--- config.mk ---
export PLATFORM = sky130hd
export DESIGN_NAME = scan_sequencer
export DESIGN_NICKNAME = d
export VERILOG_FILES = /design/src/rtl/scan_pkg.sv /design/src/rtl/scan_prescaler.sv /design/src/rtl/scan_sequencer.sv
export SDC_FILE = /design/constraint.sdc
export NUM_CORES = 1
export LEC_CHECK = 0
export ABC_AREA = 1
export CAP_MARGIN = 20
export CORE_UTILIZATION = 50
export CTS_BUF_LIST = sky130_fd_sc_hd__clkbuf_16
export DETAILED_ROUTE_END_ITERATION = 10
export GPL_TIMING_DRIVEN = 0
export MAX_ROUTING_LAYER = met4
export PLACE_DENSITY = 0.86
export RECOVER_POWER = 25
export SLEW_MARGIN = 20
export SYNTH_ARGS = -nofsm -noshare
export SYNTH_HDL_FRONTEND = slang
export SYNTH_HIERARCHICAL = 1
export SYNTH_SLANG_ARGS = --single-unit
--- constraint.sdc ---
create_clock -name clk -period 2.4 [get_ports clk]
set_input_delay 0.24 -clock clk [delete_from_list [all_inputs] [get_ports clk]]
set_output_delay 0.24 -clock clk [all_outputs]
set_load 0.05 [all_outputs]
--- src/rtl/scan_pkg.sv ---
// Shared encodings for the scan sequencer: operating modes, FSM states and
// the code-range constants used by the sequencer datapath.
package scan_pkg;

  typedef enum logic [1:0] {
    MODE_UP       = 2'b00,
    MODE_DOWN     = 2'b01,
    MODE_SINGLE   = 2'b10,
    MODE_PINGPONG = 2'b11
  } mode_e;

  typedef enum logic {
    ST_IDLE = 1'b0,
    ST_RUN  = 1'b1
  } state_e;

  localparam logic [2:0] CODE_MIN = 3'd0;
  localparam logic [2:0] CODE_MAX = 3'd7;

  // Only the down-counting mode starts at the top of the range.
  function automatic logic [2:0] start_code(mode_e m);
    return (m == MODE_DOWN) ? CODE_MAX : CODE_MIN;
  endfunction

endpackage

--- src/rtl/scan_prescaler.sv ---
// Dwell prescaler: counts 0..div while enabled and flags the terminal count,
// so each select code is held for div+1 clock cycles.
module scan_prescaler #(
  parameter int DIV_W = 8
) (
  input  logic             clk,
  input  logic             rst_n,
  input  logic             clr,
  input  logic             en,
  input  logic [DIV_W-1:0] div,
  output logic             tick
);

  logic [DIV_W-1:0] count_q;
  logic [DIV_W-1:0] count_d;

  assign tick = en && !clr && (count_q == div);

  // Wrapping on the terminal count (rather than overflowing) keeps div at
  // its maximum value safe: the counter never needs a wider range.
  always_comb begin
    count_d = count_q;
    if (clr) begin
      count_d = '0;
    end else if (en) begin
      if (tick) begin
        count_d = '0;
      end else begin
        count_d = count_q + {{(DIV_W-1){1'b0}}, 1'b1};
      end
    end
  end

  always_ff @(posedge clk) begin
    if (!rst_n) begin
      count_q <= '0;
    end else begin
      count_q <= count_d;
    end
  end

endmodule

--- src/rtl/scan_sequencer.sv ---
// Scan sequencer: walks a 3-bit select code through one of four patterns,
// holding each code for div+1 cycles. All outputs come straight from flops.
module scan_sequencer #(
  parameter int DIV_W = 8
) (
  input  logic             clk,
  input  logic             rst_n,
  input  logic             start,
  input  logic             stop,
  input  logic [1:0]       mode,
  input  logic [DIV_W-1:0] div,
  output logic [2:0]       A,
  output logic             valid,
  output logic             busy,
  output logic             sweep_done
);

  import scan_pkg::*;

  state_e           state_q, state_d;
  mode_e            mode_q, mode_d;
  logic [DIV_W-1:0] div_q, div_d;
  logic             dir_up_q, dir_up_d;
  logic [2:0]       a_q, a_d;
  logic             valid_q, valid_d;
  logic             busy_q, busy_d;
  logic             done_q, done_d;
  logic             tick;

  // The prescaler is held cleared in IDLE so every run starts a fresh dwell.
  scan_prescaler #(
    .DIV_W (DIV_W)
  ) u_prescaler (
    .clk   (clk),
    .rst_n (rst_n),
    .clr   (state_q == ST_IDLE),
    .en    (state_q == ST_RUN),
    .div   (div_q),
    .tick  (tick)
  );

  always_comb begin
    state_d  = state_q;
    mode_d   = mode_q;
    div_d    = div_q;
    dir_up_d = dir_up_q;
    a_d      = a_q;
    valid_d  = valid_q;
    busy_d   = busy_q;
    done_d   = 1'b0;

    case (state_q)
      ST_IDLE: begin
        if (start && !stop) begin
          state_d  = ST_RUN;
          mode_d   = mode_e'(mode);
          div_d    = div;
          a_d      = start_code(mode_e'(mode));
          dir_up_d = 1'b1;
          valid_d  = 1'b1;
          busy_d   = 1'b1;
        end
      end

      ST_RUN: begin
        if (stop) begin
          state_d = ST_IDLE;
          valid_d = 1'b0;
          busy_d  = 1'b0;
        end else if (tick) begin
          case (mode_q)
            MODE_UP: begin
              a_d    = a_q + 3'd1;
              done_d = (a_q == CODE_MAX);
            end
            MODE_DOWN: begin
              a_d    = a_q - 3'd1;
              done_d = (a_q == CODE_MIN);
            end
            MODE_SINGLE: begin
              if (a_q == CODE_MAX) begin
                state_d = ST_IDLE;
                valid_d = 1'b0;
                busy_d  = 1'b0;
                done_d  = 1'b1;
              end else begin
                a_d = a_q + 3'd1;
              end
            end
            MODE_PINGPONG: begin
              // Turn around one step early so each end code is shown once.
              if (dir_up_q) begin
                a_d = a_q + 3'd1;
                if (a_q == 3'd6) begin
                  dir_up_d = 1'b0;
                end
              end else begin
                a_d = a_q - 3'd1;
                if (a_q == 3'd1) begin
                  dir_up_d = 1'b1;
                  done_d   = 1'b1;
                end
              end
            end
            default: begin
              a_d = a_q;
            end
          endcase
        end
      end

      default: begin
        state_d = ST_IDLE;
      end
    endcase
  end

  always_ff @(posedge clk) begin
    if (!rst_n) begin
      state_q  <= ST_IDLE;
      mode_q   <= MODE_UP;
      div_q    <= '0;
      dir_up_q <= 1'b1;
      a_q      <= CODE_MIN;
      valid_q  <= 1'b0;
      busy_q   <= 1'b0;
      done_q   <= 1'b0;
    end else begin
      state_q  <= state_d;
      mode_q   <= mode_d;
      div_q    <= div_d;
      dir_up_q <= dir_up_d;
      a_q      <= a_d;
      valid_q  <= valid_d;
      busy_q   <= busy_d;
      done_q   <= done_d;
    end
  end

  assign A          = a_q;
  assign valid      = valid_q;
  assign busy       = busy_q;
  assign sweep_done = done_q;

endmodule

==> metrics.cfg <==
[outcome]
outcome=finished, final reports clean

[die]
die_y_um=56.1
dieWidth_um=56.1
rows=19
num_io_pins=20
core_area_um2=2760
die_area_um2=3150
initial_core_util_pct=53.1

[placement]
dp_hpwl_um=2320
placed_cells=263
port-buffer-count=19
pre_cts_slack_ns=0.256
place.gp.congestion=0.905

[timing]
slew_headroom_pct=61.5
post-route-period-util_pct=91.5
skew_ns=0.00427
worst_slack_ns=0.205
worst_slew_pin_slew_ns=0.576
setup_tns_ns=0
min_period_ns=2.20
hold_violations=0
final-setup-viol-count=0
timing.final.max_slew_violations=0
rsz0062_at_grt=no
max_freq_ghz=0.456

[cts]
cts_hold_buf=0
cts_max_level=1
clk_path_buf_depth=2
cts_buffers=3
clock_sinks=25
path_clk_slew_ns=0.06
cts_tree=built
clkLatencyLatePin_ns=0.26
post_cts_buffers=0
cts-root-buf=clkbuf_16
cts-resized-gates=0

[synthesis]
synth-async-reset-ratio_pct=0
synth_edf_count=0
synth_top_area_cell=dfxtp_1
ys_top_cells_by_count=nand2_1 (59), inv_1 (27), dfxtp_1 (25), nor2_1 (23), nand3_1 (20)
yosysSeqAreaShare_pct=34.2
syn_nets=234
ys_seq_elements=25
yosysUniqueCellTypes=28
synth.avg_cell_area_um2=6.87
synth_area_leaders=dfxtp_1 (34%), nand2_1 (15%), inv_1 (6.9%)
synthFlopType=dfxtp_1
synth_area_um2=1460
syn_inst=213
synth_top_area_share_pct=34.2
yosysMostFrequentCell=nand2_1
synth_warnings=6

[setup_path]
cp_max_fo=10
worst_path_largest_cell_delay_ns=0.50
worst-path-buf-inv=4
cp_common_cell=nand2_1
crit_slowest_cell=dfxtp_1
r2r-start=state_q
worstPathArrival_ns=2.36
path_cells=inv_2 -> buf_4 -> inv_1 -> nand2_1 -> nor2_1 -> nand3_1 -> nor2_1 -> nand3_1 -> nand2_2 -> nand2_4 -> nor2_2 -> nand2_1 -> nand2_1 -> inv_1
required_ns=2.56
worstSetupPathType=flip-flop to flip-flop
r2r_slack_ns=0.20
endpoint_kind=flip-flop
r2r_cells=14
r2r_end=A[2]
cp-start-kind=flip-flop
cpLargestDelayFamily=simple AND/OR/NAND/NOR gates

[routing]
ant_nets=0
avgRoutedWirePerCell_um=12.0
wl_met3_um=114
top_layer_used=met4
initialDrtViolationCount=37
vias=1389
drc=0
met1_length_um=1480
first_pass_iters=4
wirelength_um=3210
routed-wl-met2_um=1550
viasPerCell=5.20

[power]
vdd_drop_max_v=0.000422
p_per_area_nw_per_um2=554
p_leak_nw=0.764
total_power_mw=0.980

[min_path]
min_from=div_q[1]
whs_endpoint=div_q[1]
worstHoldPathType=flip-flop to flip-flop
whs_path_depth=2

[global_routing]
grt_pass1_wl_um=5380
grt_max_degree=14
antenna_found_initial=0
grt-ovfl-total=0
grt_pass1_vias=1263
grtUsageTotal_pct=22.4

[flow_run]
max_cap_violations=0

[layout]
nets=258
fin_util_pct=64.2
drive_above_1_share_pct=9.32
area_growth_pct=20.9
final_cells=267
antenna_cells=0
nFillCells=255

[layout make-up]
class	instances	area [µm²]	area share, %
buffer	5	38.8	2.19
timing repair buffer	19	190	10.7
clock inverter	1	3.75	0.212
sequential	25	500	28.3
multi-input combinational	153	810	45.8
tap	31	38.8	2.19
inverter	30	113	6.36
clock buffer	3	75.1	4.24
[worst reg2reg max path: cells and delay by family, from the launching register on]
family / cells / cell delay [ns]
simple gates: 10 / 1.15
buf+inv: 4 / 0.45
flops: 1 / 0.50
[flip-flops by register name (all words and copies together) (netlist names)]
register,count
div_q,8
u_prescaler/count_q,8
A,3
mode_q,2
busy,1
dir_up_q,1
state_q,1
sweep_done,1
[per-layer routing]
layer  vias to the layer above  track usage, %
li1                        711               -
met1                       643            26.1
met2                        30            38.8
met3                         5            2.79
met4                         0            9.41
met5                         -               -
[cell usage in the layout, fill, tap and decap left out, drive strengths merged]
cell / n
clkbuf: 4
inv: 30
dlygate4sd3: 1
a31oi: 1
clkinv: 1
mux2i: 1
xnor2: 3
nand4: 2
a21oi: 13
xor2: 5
o21bai: 1
clkdlybuf4s50: 18
buf: 4
nand2: 62
ha: 7
dfxtp: 25
o21ai: 5
nand3: 22
nor3: 2
nor2: 29
[stage by stage]
stage               area [µm²]  hold WS [ns]
detailed placement        1690         0.473
floorplan                 1460         0.400
CTS                       1770         0.483
global route              1770         0.502
finish                    1770         0.478
global placement          1690         0.466
[cells by family after synthesis]
| kind of cell | Yosys count | synth area share, % |
|---|---|---|
| xor gates and xnor gates | 8 | 4.79 |
| DFF | 25 | 34.2 |
| muxes | 1 | 0.684 |
| and+or+nand+nor | 117 | 36.2 |
| adders and majority gates | 7 | 5.98 |
| buffers and inverters | 35 | 10.3 |
| AOI/OAI and AO/OA | 20 | 7.86 |
[power breakdown]
part,total [mW],switching (mW),internal [mW]
clock network,0.366,0.143,0.223
registers,0.448,0.0177,0.431
logic,0.165,0.0965,0.0689
[worst max-delay path by stage]
stage            start  endpoint  slack [ns]  cells past startpoint
2_1_floorplan  state_q      A[2]        0.60                     14
3_3_place_gp   state_q      A[2]        0.34                     14
3_5_place_dp   state_q      A[2]        0.26                     14
4_1_cts        state_q      A[2]        0.23                     14
5_1_grt        state_q      A[2]        0.04                     14
6_report       state_q      A[2]        0.20                     14
(Power assumes the default switching activity.)
